### config.mk
export PLATFORM = sky130hd
export DESIGN_NAME = food_seller_ctrl
export DESIGN_NICKNAME = d
export VERILOG_FILES = /design/src/rtl/food_seller_pkg.sv /design/src/rtl/food_stock_bank.sv /design/src/rtl/food_seller_ctrl.sv
export SDC_FILE = /design/constraint.sdc
export NUM_CORES = 1
export LEC_CHECK = 0
export BUFFER_PORTS_ARGS = -buffer_cell sky130_fd_sc_hd__buf_2
export CORE_ASPECT_RATIO = 0.8
export CORE_MARGIN = 5
export CORE_UTILIZATION = 25
export CTS_BUF_LIST = sky130_fd_sc_hd__clkbuf_16
export DETAILED_ROUTE_END_ITERATION = 12
export PLACE_DENSITY_LB_ADDON = 0.12
export SYNTH_ARGS = -nofsm -noshare
export SYNTH_HDL_FRONTEND = slang
export SYNTH_SLANG_ARGS = --single-unit
### constraint.sdc
create_clock -name clk -period 7.34 [get_ports clk]
set_input_delay 0.734 -clock clk [delete_from_list [all_inputs] [get_ports clk]]
set_output_delay 0.734 -clock clk [all_outputs]
set_load 0.02 [all_outputs]
### src/rtl/food_seller_pkg.sv
// Shared types and helpers for the food seller controller.
// The FSM state enum and the item price function live here; all sizing
// parameters stay on the modules that use them.
package food_seller_pkg;

  // Controller states; IDLE and CREDIT differ only in whether credit is zero.
  typedef enum logic [1:0] {
    ST_IDLE     = 2'd0,
    ST_CREDIT   = 2'd1,
    ST_DISPENSE = 2'd2,
    ST_CHANGE   = 2'd3
  } state_t;

  // Price of item idx: base + idx * step, evaluated at 32 bits so that the
  // comparison against credit never truncates a large price.
  function automatic logic [31:0] price(input logic [31:0] idx,
                                        input logic [31:0] base,
                                        input logic [31:0] step);
    return base + idx * step;
  endfunction

endpackage

### src/rtl/food_stock_bank.sv
// Per-item stock counters with registered sold-out flags.
// Optional feature macro: FOOD_SELLER_RESTOCK_EN adds a saturating restock
// port; without it stock only counts down from the reset value.
module food_stock_bank #(
  parameter int NUM_ITEMS  = 4,
  parameter int STOCK_W    = 4,
  parameter int INIT_STOCK = 5,
  localparam int IDX_W     = $clog2(NUM_ITEMS)
) (
  input  logic                 clk,
  input  logic                 reset,
  input  logic                 dec_en,
  input  logic [IDX_W-1:0]     dec_item,
`ifdef FOOD_SELLER_RESTOCK_EN
  input  logic                 restock_en,
  input  logic [IDX_W-1:0]     restock_item,
  input  logic [STOCK_W-1:0]   restock_qty,
`endif
  output logic [NUM_ITEMS-1:0] sold_out
);

  localparam logic [STOCK_W-1:0] STOCK_MAX = '1;
  // Reset stock, clamped to what the counter can hold.
  localparam logic [STOCK_W-1:0] INIT_SAT =
    (INIT_STOCK >= (1 << STOCK_W)) ? STOCK_MAX : STOCK_W'(INIT_STOCK);

  logic [STOCK_W-1:0] stock     [NUM_ITEMS];
  logic [STOCK_W-1:0] stock_nxt [NUM_ITEMS];

  // Unsigned add that pins at the counter maximum instead of wrapping.
  function automatic logic [STOCK_W-1:0] sat_add(input logic [STOCK_W-1:0] a,
                                                 input logic [STOCK_W-1:0] b);
    logic [STOCK_W:0] sum;
    sum = {1'b0, a} + {1'b0, b};
    return sum[STOCK_W] ? STOCK_MAX : sum[STOCK_W-1:0];
  endfunction

  // Next stock per item: restock first, then the vend decrement.
  always_comb begin
    for (int i = 0; i < NUM_ITEMS; i++) begin
      stock_nxt[i] = stock[i];
`ifdef FOOD_SELLER_RESTOCK_EN
      if (restock_en && (restock_item == IDX_W'(i)))
        stock_nxt[i] = sat_add(stock_nxt[i], restock_qty);
`endif
      // The controller never vends a sold-out item; the zero guard only
      // keeps the counter from wrapping if that were ever violated.
      if (dec_en && (dec_item == IDX_W'(i)) && (stock_nxt[i] != '0))
        stock_nxt[i] = stock_nxt[i] - STOCK_W'(1);
    end
  end

  // Stock registers and sold-out flags, both loaded from the next-stock value.
  always_ff @(posedge clk) begin
    if (reset) begin
      for (int i = 0; i < NUM_ITEMS; i++) begin
        stock[i]    <= INIT_SAT;
        sold_out[i] <= (INIT_SAT == '0);
      end
    end else begin
      for (int i = 0; i < NUM_ITEMS; i++) begin
        stock[i]    <= stock_nxt[i];
        sold_out[i] <= (stock_nxt[i] == '0);
      end
    end
  end

endmodule

### src/rtl/food_seller_ctrl.sv
// Food vending controller: accepts coins, vends priced items, returns change.
// One request is served per cycle (cancel > selection > coin); a losing coin
// is rejected. Optional feature macro: FOOD_SELLER_RESTOCK_EN (restock port,
// accepted only while idle).
module food_seller_ctrl
  import food_seller_pkg::*;
#(
  parameter int NUM_ITEMS  = 4,
  parameter int CREDIT_W   = 8,
  parameter int STOCK_W    = 4,
  parameter int INIT_STOCK = 5,
  parameter int BASE_PRICE = 10,
  parameter int PRICE_STEP = 5,
  localparam int IDX_W     = $clog2(NUM_ITEMS)
) (
  input  logic                 clk,
  input  logic                 reset,
  input  logic                 coin_valid,
  input  logic [3:0]           coin_value,
  input  logic                 sel_valid,
  input  logic [IDX_W-1:0]     sel_item,
  input  logic                 cancel,
`ifdef FOOD_SELLER_RESTOCK_EN
  input  logic                 restock_valid,
  input  logic [IDX_W-1:0]     restock_item,
  input  logic [STOCK_W-1:0]   restock_qty,
`endif
  output logic                 dispense_valid,
  output logic [IDX_W-1:0]     dispense_item,
  output logic                 change_valid,
  output logic [CREDIT_W-1:0]  change_value,
  output logic [CREDIT_W-1:0]  credit,
  output logic [NUM_ITEMS-1:0] sold_out,
  output logic                 busy,
  output logic                 reject
);

  state_t                state;
  state_t                state_nxt;
  logic [CREDIT_W-1:0]   credit_nxt;
  logic                  disp_vld_nxt;
  logic [IDX_W-1:0]      disp_item_nxt;
  logic                  chg_vld_nxt;
  logic [CREDIT_W-1:0]   chg_val_nxt;
  logic                  reject_nxt;
  logic                  dec_en;
  logic [CREDIT_W:0]     coin_sum;
  logic [31:0]           sel_price;
  logic                  sel_in_range;
  logic                  sel_ok;
`ifdef FOOD_SELLER_RESTOCK_EN
  logic                  restock_en;
`endif

  // One extra bit catches credit overflow on a coin.
  assign coin_sum     = {1'b0, credit} + {{(CREDIT_W-3){1'b0}}, coin_value};
  assign sel_price    = price(32'(sel_item), 32'(BASE_PRICE), 32'(PRICE_STEP));
  assign sel_in_range = (32'(sel_item) < 32'(NUM_ITEMS));
  // The range test short-circuits the sold_out lookup for unused indices.
  assign sel_ok       = sel_in_range && !sold_out[sel_item] &&
                        (32'(credit) >= sel_price);
  assign busy         = (state == ST_DISPENSE) || (state == ST_CHANGE);

`ifdef FOOD_SELLER_RESTOCK_EN
  assign restock_en   = restock_valid && (state == ST_IDLE);
`endif

  // Next-state, next-credit and next-pulse decode for the vending FSM.
  always_comb begin
    state_nxt     = state;
    credit_nxt    = credit;
    disp_vld_nxt  = 1'b0;
    disp_item_nxt = '0;
    chg_vld_nxt   = 1'b0;
    chg_val_nxt   = '0;
    reject_nxt    = 1'b0;
    dec_en        = 1'b0;
    case (state)
      ST_IDLE, ST_CREDIT: begin
        if (cancel && (state == ST_CREDIT)) begin
          // Credit stays visible during CHANGE and clears on the way out.
          state_nxt   = ST_CHANGE;
          chg_vld_nxt = 1'b1;
          chg_val_nxt = credit;
          reject_nxt  = coin_valid;
        end else if (sel_valid) begin
          if (sel_ok) begin
            state_nxt     = ST_DISPENSE;
            credit_nxt    = credit - sel_price[CREDIT_W-1:0];
            disp_vld_nxt  = 1'b1;
            disp_item_nxt = sel_item;
            dec_en        = 1'b1;
          end else begin
            reject_nxt = 1'b1;
          end
          if (coin_valid)
            reject_nxt = 1'b1;
        end else if (coin_valid) begin
          if (coin_sum[CREDIT_W]) begin
            reject_nxt = 1'b1;
          end else begin
            credit_nxt = coin_sum[CREDIT_W-1:0];
            // A zero-value coin leaves the machine idle.
            state_nxt  = (coin_sum == '0) ? ST_IDLE : ST_CREDIT;
          end
        end
      end
      ST_DISPENSE: begin
        reject_nxt = coin_valid;
        if (credit != '0) begin
          state_nxt   = ST_CHANGE;
          chg_vld_nxt = 1'b1;
          chg_val_nxt = credit;
        end else begin
          state_nxt = ST_IDLE;
        end
      end
      ST_CHANGE: begin
        reject_nxt = coin_valid;
        credit_nxt = '0;
        state_nxt  = ST_IDLE;
      end
      default: begin
        state_nxt  = ST_IDLE;
        credit_nxt = '0;
      end
    endcase
`ifdef FOOD_SELLER_RESTOCK_EN
    if (restock_valid && (state != ST_IDLE))
      reject_nxt = 1'b1;
`endif
  end

  // FSM state and credit register.
  always_ff @(posedge clk) begin
    if (reset) begin
      state  <= ST_IDLE;
      credit <= '0;
    end else begin
      state  <= state_nxt;
      credit <= credit_nxt;
    end
  end

  // Registered one-cycle pulses; values are forced to zero when not valid.
  always_ff @(posedge clk) begin
    if (reset) begin
      dispense_valid <= 1'b0;
      dispense_item  <= '0;
      change_valid   <= 1'b0;
      change_value   <= '0;
      reject         <= 1'b0;
    end else begin
      dispense_valid <= disp_vld_nxt;
      dispense_item  <= disp_item_nxt;
      change_valid   <= chg_vld_nxt;
      change_value   <= chg_val_nxt;
      reject         <= reject_nxt;
    end
  end

  food_stock_bank #(
    .NUM_ITEMS  (NUM_ITEMS),
    .STOCK_W    (STOCK_W),
    .INIT_STOCK (INIT_STOCK)
  ) u_stock (
    .clk          (clk),
    .reset        (reset),
    .dec_en       (dec_en),
    .dec_item     (sel_item),
`ifdef FOOD_SELLER_RESTOCK_EN
    .restock_en   (restock_en),
    .restock_item (restock_item),
    .restock_qty  (restock_qty),
`endif
    .sold_out     (sold_out)
  );

endmodule

# Yosys cells after proc, flatten, opt, wreduce, memory -nomap -nowiden
# Memory sizes are Yosys's and may differ from the RTL's.
# Cells that the tools add are included.
# word_totals
elab_cells	113
register_bits	27
inputBits	11
mem_count	1
mem_bits_rw	16
# op_classes
n_mul	1
bitwise	7
mux	44
reduce_logical	30
addsub	7
n_eq_ne	13
magnitude_cmp	2
# memory_table
name	words	width	rd	rd_ports_with_merged_regs	wr	line_no	text
u_stock.stock	4	4	4	0	4	food_stock_bank.sv:27	logic [STOCK_W-1:0] stock [NUM_ITEMS];
# op_table
op	n
$mux W8	7
$mux W4	8
$pmux W8 S2	2
$mux W1	17
$logic_not A4 Y1	4
$reduce_bool A4 Y1	4
$sub A4 B1 Y4 const B	4
$mux W2	6
$ne A4 B4 Y1 const B	3
$logic_and A1 B1 Y1	10
$add A8 B4 Y9	1
$logic_not A9 Y1	1
$ne A3 B3 Y1 const B	3
$eq A2 B2 Y1 const B	4
$ge A8 B6 Y1	1
$reduce_bool A8 Y1	1
$sub A8 B6 Y8	1
$add A4 B5 Y6 const A	1
$pmux W2 S3	1
$mul A2 B3 Y5 const B	1
$reduce_and A5 Y1	1
$reduce_or A5 Y1	1
$eq A2 B1 Y1 const B	2
$logic_not A2 Y1	2
other kinds (11)	18

# Longest topological paths before layout
# Gate-level depths: netlist of the first run.
# depth
depth_word	12
depth_mapped	12

# Hierarchy
# Synthesis of the first run repeated with hierarchy kept, for this count alone.
# hier_totals
hier_cells	299
area_unflattened_um2	2620.0
# modules_own_cells
mod	seq_area_each_um2	n_inst	area_per_inst_um2	cells_per_inst
food_seller_ctrl	460.4	1	1556.5	181
food_stock_bank	400.4	1	1063.5	118

# Least setup slack after synthesis of the first run
# No wires, ideal clock.
# synth_path
path_type	input to register
from	in sel_item[1]
to	reg u_stock.sold_out[0]
n_path_buf	2
t_arrival_ns	2.814
setup_slack_ns	4.422
setup_ns	0.103
required_ns	7.237
cell_stages	11
cell_sequence	inv_1 -> ha_1 -> inv_1 -> ha_1 -> and4_1 -> a311o_1 -> nor2_1 -> buf_2 -> buf_2 -> o211ai_1 -> a2111oi_2
# synth_via
elab_chain_len	12
elab_cells_between_ends	16
classes_between	add/sub (1); mul (1); order compare (1); mux (7); reduce/logical (6)
# synth_rtl
item	line_no	text
from (decl)	food_seller_ctrl.sv:21	input logic [IDX_W-1:0] sel_item,
$mul A2 B3 Y5 / $bmux W1 S2 (equally long branches)	food_seller_pkg.sv:19, food_seller_ctrl.sv:60	
$add A4 B5 Y6 / $mux W1 (equally long branches)	food_seller_pkg.sv:19, food_seller_ctrl.sv:60	
$ge A8 B6 Y1 / $logic_not A1 Y1 (equally long branches)	food_seller_ctrl.sv:61, food_seller_ctrl.sv:60	
$logic_and A1 B1 Y1	food_seller_ctrl.sv:60	assign sel_ok = sel_in_range && !sold_out[sel_item] &&
$mux W1	food_seller_ctrl.sv:87	if (sel_ok) begin
$mux W1	food_seller_ctrl.sv:86	end else if (sel_valid) begin
$mux W1	food_seller_ctrl.sv:80	if (cancel && (state == ST_CREDIT)) begin
$mux W1	food_seller_ctrl.sv:78	case (state)
$logic_and A1 B1 Y1 * (2 in series)	food_stock_bank.sv:48	if (dec_en && (dec_item == IDX_W'(i)) && (stock_nxt[i] != '0))
$mux W4 *	food_stock_bank.sv:48	
$logic_not A4 Y1 *	food_stock_bank.sv:63	sold_out[i] <= (stock_nxt[i] == '0);
to (signal, indexed assignment)	food_stock_bank.sv:58	sold_out[i] <= (INIT_SAT == '0);
to (signal, indexed assignment)	food_stock_bank.sv:63	
to (decl)	food_stock_bank.sv:19	output logic [NUM_ITEMS-1:0] sold_out
# Mark *: on every way between the ends. The rest lies on a longest branch, timed or not. The select of a mux whose other input is x is not followed.
# A chain may end at the register's enable or synchronous reset.

# Final worst setup path of the first run
# layout_path
from	in sel_item[1]
to	reg credit[5]
# layout_via
elab_chain_len	7
elab_cells_between_ends	14
classes_between	add/sub (2); mul (1); order compare (1); eq/ne (1); mux (6); reduce/logical (3)
# layout_rtl
item	line_no	text
$mul A2 B3 Y5	food_seller_pkg.sv:19	return base + idx * step;
$add A4 B5 Y6	food_seller_pkg.sv:19	
$sub A8 B6 Y8	food_seller_ctrl.sv:89	credit_nxt = credit - sel_price[CREDIT_W-1:0];
$mux W8	food_seller_ctrl.sv:87	
$mux W8	food_seller_ctrl.sv:86	
$mux W8	food_seller_ctrl.sv:80	
$pmux W8 S2	food_seller_ctrl.sv:78	
to (signal assigned)	food_seller_ctrl.sv:141	credit <= credit_nxt;
to (decl)	food_seller_ctrl.sv:32	output logic [CREDIT_W-1:0] credit,
# Parallel ways exist; a longest one is shown, timed or not. The select of a mux whose other input is x is not followed.

==> flow_summary.yaml, run 1 <==
clocking:
  ctsResizeCount: 0
  cts_buffers: 5
  clock_sinks: 43
  cts_tree: "built"
  clock_path_buffers: 2
  clock_latency_ns: 0.28
  clk_pin_slew_ns: 0.06
  post_cts_buffers: 0
  root_buffer: "clkbuf_16"
  cts_htree_levels: 2
  postCtsHoldBufs: 0
floorplanning:
  die_h_um: 101.2
  core_area_um2: 10200
  start_util: 0.2546
  pin_count: 37
  fp.dieW_um: 123.9
  die_area_um2: 12540
  row_count: 33
setup_path:
  critical-path-top-delay-family: "compound AO/OA/AOI/OAI gates"
  crit_buf_inv: 3
  worstPathCellList: "buf_2 > inv_1 > ha_1 > inv_1 > ha_1 > and4_1 > a311o_1 > o21ai_1 > o21ai_0 > o221ai_1"
  startpoint_type: "input pin"
  worstPathArrival_ns: 3.68
  crit_required_ns: 7.54
  cp_slowest_cell: "o21ai_1"
  slowest_delay_ns: 0.70
  path_max_fanout: 11
  worstSetupPathType: "input pin to register"
  cp-end-kind: "register"
global_route:
  met3_usage: 0.03573
  grt_use_met1: 0.1887
  antenna_found_initial: 0
  grt_max_degree: 39
  grt_pass1_wl_um: 12020
  grt-ovfl-total: 0
  busiest_layer: "met1"
  met2_usage: 0.1666
  groute.usage.overall: 0.1227
  grt_pass1_vias: 2177
sta:
  worstMarginPinSlew_ns: 0.8802
  post-route-period-util: 0.4734
  rsz0062_at_grt: "no"
  fin_skew_ns: 0.002369
  drv_slew: 0
  fin_ws_ns: 3.865
  holdWs_ns: 0.4906
  maxSlewHeadroom: 0.4092
  setup_viol: 0
  hold_viol: 0
  max_freq_mhz: 287.8
  min_period_ns: 3.475
  fin_tns_setup_ns: 0
layout:
  final_util: 0.2987
  syn_to_final_growth_pct: 17.35
  multi_input_area_um2: 1573
  layout.cells.non_filler: 476
  fin_area_um2: 3047
  drive_gt1_frac: 0.1548
  antenna_cells: 0
  final_nets: 365
  fill_cells: 1121
  ff_latch_area_um2: 860.8
detailed_routing:
  first_iter_violations: 154
  ant_nets: 0
  firstDrtPassIters: 4
  wirelength_um: 7399
  wl_per_cell_um: 15.54
  post_drt_via_cell_ratio: 5.048
  vias: 2403
  drc_errors: 0
place:
  placed_area_um2: 2883
  hpwl_um: 5473
  place.gp.congestion: 0.8255
  dp_worst_setup_slack_ns: 3.593
  placedCellCount: 468
  port_buffers: 36
pwr:
  total_leakage_power_nw: 1.213
  finalPower_mw: 1.059
  p_per_area_nw_per_um2: 347.7
  ir_drop_uv: 135.2
yosys:
  synth_cell_types: 50
  synthFlopType: "dfxtp_1"
  yosysWarnings: 0
  ys_seq_elements: 43
  postSynth.asyncResetShare: 0
  synth_area_um2: 2596
  synth_edf_count: 0
  synth_area_per_cell_um2: 8.402
  ys_seq_area_frac: 0.3316
  syn_inst: 309
  syn_nets: 339
outcome:
  status: "complete, no violations"
run:
  maxCapViolCount: 0
worst_hold_path:
  min_path_type: "register to register"
[Yosys cell counts (2+ instances only)]
library cell | instances | share of area
a2111oi_2 | 3 | 0.017
a21o_1 | 2 | 0.0058
a21oi_1 | 20 | 0.039
a31oi_1 | 3 | 0.0072
and2_1 | 8 | 0.019
and3_1 | 3 | 0.0072
buf_2 | 9 | 0.017
clkbuf_1 | 9 | 0.013
dfxtp_1 | 43 | 0.33
fa_1 | 2 | 0.015
ha_1 | 17 | 0.082
inv_1 | 23 | 0.033
nand2_1 | 19 | 0.027
nand2b_1 | 5 | 0.012
nand3_1 | 9 | 0.017
nor2_1 | 9 | 0.013
nor2b_1 | 3 | 0.0072
nor3_1 | 10 | 0.019
nor4_1 | 4 | 0.0096
o2111ai_1 | 2 | 0.0067
o211ai_1 | 7 | 0.020
o21a_1 | 5 | 0.014
o21ai_0 | 14 | 0.027
o21ba_2 | 2 | 0.0077
o21bai_1 | 2 | 0.0058
o221ai_1 | 4 | 0.013
o22ai_1 | 3 | 0.0072
o2bb2ai_1 | 3 | 0.010
o311ai_0 | 2 | 0.0067
o31a_1 | 5 | 0.017
o31ai_1 | 8 | 0.023
or3_1 | 26 | 0.063
or4_1 | 8 | 0.023
[worst register-to-register path, delay by kind of cell, from the launching register on]
kind            cells  cell delay [ns]
flops               1             0.41
fa+ha+maj           2             0.60
simple gates        1             0.21
buf+inv             1             0.08
compound gates      4             1.44
[cells in the final DEF, fill, tap and decap left out, types with 5 or more instances in the layout]
cell / instances
clkbuf_16: 5
o21a_1: 5
dfxtp_1: 43
or3_1: 26
nor2_1: 8
buf_2: 36
o21ai_0: 14
inv_1: 23
a21oi_1: 20
nand2b_1: 5
and2_1: 8
or4_1: 8
nor3_1: 10
o31a_1: 5
nand3_1: 9
o211ai_1: 7
nand2_1: 19
o31ai_1: 8
ha_1: 17
[layout make-up]
cell class | instances | share of cell area
timing repair buffer | 37 | 0.06160
inverter | 23 | 0.02834
multi-input combinational | 225 | 0.5162
clock inverter | 3 | 0.01273
clock buffer | 5 | 0.04107
tap | 140 | 0.05749
sequential | 43 | 0.2825
[power breakdown]
group | internal (mW) | total, mW | switching (mW)
combinational | 0.167 | 0.480 | 0.313
sequential | 0.270 | 0.328 | 0.0573
clock | 0.159 | 0.251 | 0.0926
total | 0.596 | 1.06 | 0.463
[routing by layer]
metal	part of all wire	wire, um
met1	0.52	3825
met5	0	0
met4	0.0080	59
met3	0.053	389
met2	0.42	3125
[final timing paths]
kind / start / endpoint / slack, ns / depth (start not counted)
setup reg to reg: credit[0] / credit[5] / 4.45 / 8
hold / removal: u_stock.stock[2][3] / u_stock.sold_out[2] / 0.49 / 1
setup / recovery: sel_item[1] / credit[5] / 3.87 / 10
hold reg to reg: u_stock.stock[2][3] / u_stock.sold_out[2] / 0.49 / 1
[flip-flops by register name (all words and copies together) (netlist names)]
signal / flops
credit: 8
dispense_item: 2
u_stock.sold_out: 4
reject: 1
state: 2
u_stock.stock: 16
change_value: 8
dispense_valid: 1
change_valid: 1
[cells by family (layout without fill, tap and decap cells)]
kind of cell	after synthesis	in the layout	share of synthesized area
buffers and inverters	41	68	0.06361
and+or+nand+nor	108	108	0.2294
xor gates and xnor gates	1	1	0.003374
AOI/OAI and AO/OA	95	95	0.2622
muxes	2	2	0.01253
DFF	43	43	0.3316
adders and majority gates	19	19	0.09735
(Power assumes the default switching activity.)
==> run 2: changes to the inputs <==
Clock period 7.34 ns to 3.4 ns, I/O delays scaled along.
==> flow_summary.yaml, run 2 (synthesized netlist as in run 1, its figures left out) <==
pwr:
  power_frac_comb: 0.456
  ir_drop_uv: 263.0
  p_per_area_nw_per_um2: 779.1
  total_leakage_power_nw: 1.250
  p_sw_mw: 1.010
  power_frac_seq: 0.284
  p_int_mw: 1.425
  finalPower_mw: 2.435
  clkPwrFrac: 0.260
  swShare: 0.4147
place:
  place.gp.congestion: 0.7524
  dp_worst_setup_slack_ns: 0.4543
  placedCellCount: 473
  hpwl_um: 5559
  port_buffers: 36
sta:
  drv_slew: 0
  post-route-period-util: 0.8027
  max_freq_mhz: 366.4
  worstMarginPinSlew_ns: 0.7568
  hold_viol: 0
  fin_skew_ns: 0.005458
  setup_viol: 0
  min_period_ns: 2.729
  fin_ws_ns: 0.6709
  rsz0062_at_grt: "no"
  maxSlewHeadroom: 0.4955
  fin_tns_setup_ns: 0
clocking:
  ctsResizeCount: 0
  cts_htree_levels: 2
  post_cts_buffers: 0
  clk_pin_slew_ns: 0.06
  cts_tree: "built"
  clock_latency_ns: 0.29
  clock_path_buffers: 2
  cts_buffers: 5
  postCtsHoldBufs: 0
  clock_sinks: 43
  root_buffer: "clkbuf_16"
setup_path:
  startpoint_type: "register"
  worstSetupPathType: "register to register"
  worstPathArrival_ns: 2.91
  crit_required_ns: 3.58
  path_max_fanout: 38
  cp-end-kind: "register"
layout:
  final_util: 0.3065
  layout.cells.non_filler: 481
  antenna_cells: 0
  ff_latch_area_um2: 860.8
  final_nets: 370
  syn_to_final_growth_pct: 20.39
  multi_input_area_um2: 1573
  largest_register_ffs: 16
  layout_commonest_cell: "dfxtp_1"
  fill_cells: 1146
  top_register: "u_stock.stock"
  top_regs: "u_stock.stock x16, change_value x8, credit x8"
  final_cell_mix: "dfxtp_1, buf_2, or3_1"
  drive_gt1_frac: 0.1701
detailed_routing:
  first_iter_violations: 123
  firstDrtPassIters: 4
  wl_met1_um: 4111
  routed-wl-met2_um: 3001
  vias: 2382
  drc_errors: 0
  dr.max_layer_used: "met4"
  route.met3.wl_um: 293
  post_drt_via_cell_ratio: 4.952
  wirelength_um: 7473
  ant_nets: 0
  wl_per_cell_um: 15.54
global_route:
  grt-ovfl-total: 0
  grt_pass1_wl_um: 12220
  grt_pass1_vias: 2239
  antenna_found_initial: 0
  grt_max_degree: 39
  groute.usage.overall: 0.1250
floorplanning:
  row_count: 33
  die_h_um: 101.2
  die_area_um2: 12540
  core_area_um2: 10200
  fp.dieW_um: 123.9
  pin_count: 37
  start_util: 0.2546
outcome:
  status: "complete, no violations"
worst_hold_path:
  min_path_type: "input pin to register"
run:
  maxCapViolCount: 0
run 2: cell types whose count changed in the layout (fill, tap and decap cells not counted):
cell / previous run / this run
buf_4: 1 / 5
buf_12: 0 / 1
bufinv_16: 1 / 2
clkinv_1: 1 / 0
clkinv_2: 1 / 0
clkinvlp_4: 0 / 1
run 2: per-layer routing:
metal / vias to the layer above / GRT usage
met4: 0 / 0.03030
met5: - / 0
met1: 1117 / 0.1940
met2: 38 / 0.1716
li1: 1220 / -
met3: 7 / 0.02959
run 2: worst max-delay path: stages (launching register included):
cell and delay, ns:
dfxtp_1 0.42, inv_1 0.09, ha_1 0.21, fa_1 0.39, nor2b_1 0.20, o31a_1 0.28, nor2_2 0.09, buf_12 0.17
or3_1 0.39, a2111oi_2 0.36
run 2: power groups by stage:
stage / logic, mW / clock network (mW) / registers [mW]
after floorplan: 0.718 / 0 / 0.729
after global placement: 1.13 / 0 / 0.703
after detailed placement: 1.11 / 0 / 0.703
after CTS: 1.12 / 0.650 / 0.692
after global routing: 1.25 / 0.672 / 0.709
final: 1.11 / 0.633 / 0.691
run 2: final timing paths:
kind | from | endpoint | slack, ns | cells after the start
worst max-delay path | credit[0] | u_stock.sold_out[3] | 0.67 | 9
worst min-delay path | coin_valid | reject | 0.39 | 3
worst max register to register | credit[0] | u_stock.sold_out[3] | 0.67 | 9
worst min register to register | u_stock.stock[2][3] | u_stock.sold_out[2] | 0.48 | 1
run 2: cell type report:
type	count	area share
flip-flops and latches	43	0.2754
clock buffers	5	0.04003
multi-input cells	225	0.5032
repair buffers	42	0.07606
well taps	140	0.05604
clock inverters	3	0.02162
inverters	23	0.02762
run 2: stage by stage:
stage | cell area (um^2) | hold slack [ns]
after CTS | 3126 | 0.3710
after detailed placement | 2933 | 0.4617
after global placement | 2933 | 0.4530
final | 3126 | 0.3947
after floorplan | 2596 | 0.4317
after global routing | 3126 | 0.3899
==> run 3: changes to the inputs <==
Settings changed: ABC_AREA set to 1.
Clock period 3.4 ns to 2.8 ns, I/O delays scaled along.
==> flow_summary.yaml, run 3 <==
sta:
  max_freq_mhz: 406.7
  post-route-period-util: 0.8781
  drv_slew: 0
  worstMarginPinSlew_ns: 0.9484
  setup_viol: 0
  fin_skew_ns: 0.005023
  min_period_ns: 2.459
  fin_tns_setup_ns: 0
  hold_viol: 0
  holdWs_ns: 0.2946
  rsz0062_at_grt: "no"
  maxSlewHeadroom: 0.3595
yosys:
  ys_seq_area_frac: 0.3265
  syn_nets: 419
  synth_area_per_cell_um2: 6.777
  yosysWarnings: 0
  postSynth.asyncResetShare: 0
  synth_cell_types: 32
  syn_inst: 389
  yosys.area.top_type: "dfxtp_1"
  synthFlopType: "dfxtp_1"
  synth_edf_count: 0
  ys_top_cells_by_area: "dfxtp_1, nand2_1, nor2_1, ha_1, inv_1"
  yosysMostFrequentCell: "nand2_1"
  ys_seq_elements: 43
  synth_area_um2: 2636
  yosys-top-cells-count: "nand2_1, nor2_1, inv_1, dfxtp_1, nand3_1"
  synth_top_area_frac: 0.3265
clocking:
  clock_latency_ns: 0.29
  ctsResizeCount: 0
  postCtsHoldBufs: 0
  cts_buffers: 5
  cts_htree_levels: 2
  root_buffer: "clkbuf_16"
  clock_sinks: 43
  clock_path_buffers: 2
  clk_pin_slew_ns: 0.06
  post_cts_buffers: 0
  cts_tree: "built"
floorplanning:
  die_area_um2: 12710
  core_area_um2: 10280
  row_count: 33
  start_util: 0.2564
  die_h_um: 101.9
  fp.dieW_um: 124.8
  pin_count: 37
place:
  hpwl_um: 5940
  port_buffers: 36
  place.gp.congestion: 0.8354
global_route:
  grt_max_degree: 18
  groute.usage.overall: 0.1247
  grt_pass1_vias: 2487
  antenna_found_initial: 0
  grt_pass1_wl_um: 12650
  grt-ovfl-total: 0
detailed_routing:
  wl_per_cell_um: 13.09
  drc_errors: 0
  ant_nets: 0
  wirelength_um: 7476
  vias: 2520
  first_iter_violations: 149
  post_drt_via_cell_ratio: 4.413
  firstDrtPassIters: 5
outcome:
  status: "complete, no violations"
pwr:
  swShare: 0.4291
  ir_drop_uv: 266.0
  p_sw_mw: 1.144
  p_per_area_nw_per_um2: 844.4
  clkPwrFrac: 0.248
  power_frac_comb: 0.448
  p_int_mw: 1.522
  power_frac_seq: 0.304
  total_leakage_power_nw: 1.660
worst_hold_path:
  min_path_type: "input pin to register"
  hold_depth: 3
  min_to: "reject"
  worstHoldStart: "coin_valid"
layout:
  final_nets: 460
  drive_gt1_frac: 0.1717
  largest_register_ffs: 16
  final_cell_mix: "nand2_1, nor2_1, inv_1"
  top_register: "u_stock.stock"
  antenna_cells: 0
  syn_to_final_growth_pct: 19.79
  fill_cells: 1149
  final_util: 0.3072
  layout_commonest_cell: "nand2_1"
  top_regs: "u_stock.stock x16, change_value x8, credit x8"
setup_path:
  reg2reg_depth: 15
  startpoint_type: "register"
  crit_top_cell: "nand2_1"
  reg2reg_from: "credit[0]"
  worstPathArrival_ns: 2.65
  cp-end-kind: "register"
  worstSetupPathType: "register to register"
  path_max_fanout: 6
  cp_slowest_cell: "fa_1"
  crit_required_ns: 2.99
  r2r_slack_ns: 0.34
  slowest_delay_ns: 0.41
  worstPathCellList: "inv_1 > ha_1 > fa_1 > inv_1 > nand3_1 > nand2_1 > nand2_1 > nand3_4 > nand3_2 > nor2_1 > nand3_1 > nand2_1 > nor2_1 > nand2_1 > nor2_1"
  reg2reg_to: "u_stock.sold_out[1]"
run:
  maxCapViolCount: 0
## run 3: changes by cell type after synthesis, moves of 8 or more
cell	before	now
nor2_1	9	57
nand3_1	9	32
inv_1	23	53
buf_2	9	1
nand2_1	19	91
or3_1	26	0
and2_1	8	0
xor2_1	1	11
or4_1	8	0
## run 3: final cells by class
type / count / area, um^2 / share of cell area
tap: 140 / 175.2 / 0.05547
sequential: 43 / 860.8 / 0.2726
multi-input combinational: 282 / 1534 / 0.4857
timing repair buffer: 39 / 202.7 / 0.06418
clock inverter: 3 / 38.79 / 0.01228
inverter: 59 / 221.5 / 0.07013
clock buffer: 5 / 125.1 / 0.03962
## run 3: power by group through the flow
stage / registers [mW] / clock network [mW] / logic, mW
2_1_floorplan: 0.872 / 0 / 0.772
3_3_place_gp: 0.830 / 0 / 1.20
3_5_place_dp: 0.824 / 0 / 1.18
4_1_cts: 0.811 / 0.688 / 1.19
5_1_grt: 0.829 / 0.710 / 1.34
6_report: 0.811 / 0.662 / 1.19
## run 3: how the worst max path moves through the flow
stage | from | end | slack, ns
4_1_cts | credit[0] | u_stock.sold_out[1] | 0.34
2_1_floorplan | credit[0] | credit[6] | 0.57
5_1_grt | credit[0] | u_stock.sold_out[1] | 0.05
6_report | credit[0] | u_stock.sold_out[1] | 0.34
3_3_place_gp | sel_item[1] | u_stock.sold_out[1] | 0.24
3_5_place_dp | sel_item[1] | u_stock.sold_out[1] | 0.20
## run 3: metrics by stage
step	std cells	power, mW	area, um^2	setup WS (ns)
after floorplan	389	1.645	2636	0.5731
after global placement	563	2.032	2994	0.2427
after detailed placement	563	2.007	2994	0.2029
after CTS	571	2.691	3158	0.3399
after global routing	571	2.877	3158	0.04621
final	571	2.666	3158	0.3414
## run 3: routing by layer
| metal | vias up | GRT usage | share of wire |
|---|---|---|---|
| li1 | 1314 | - | - |
| met1 | 1139 | 0.1798 | 0.54 |
| met2 | 49 | 0.1806 | 0.39 |
| met3 | 18 | 0.02769 | 0.044 |
| met4 | 0 | 0.05083 | 0.028 |
| met5 | - | 0 | 0 |
## run 3: logic make-up (layout without fill, tap and decap cells)
family,Yosys count,count (layout),share of synthesized area
compound gates,40,40,0.08685
buf+inv,64,106,0.09160
fa+ha+maj,19,19,0.09587
xor+xnor,11,11,0.03654
simple gates,212,212,0.3626
flops,43,43,0.3265
## run 3: critical path: cells and delay by family, from the launching register on
kind,cells,cell delay (ns)
buffers and inverters,2,0.17
AND/OR/NAND/NOR,11,1.18
flip-flops,1,0.37
adder cells (fa/ha/maj),2,0.63
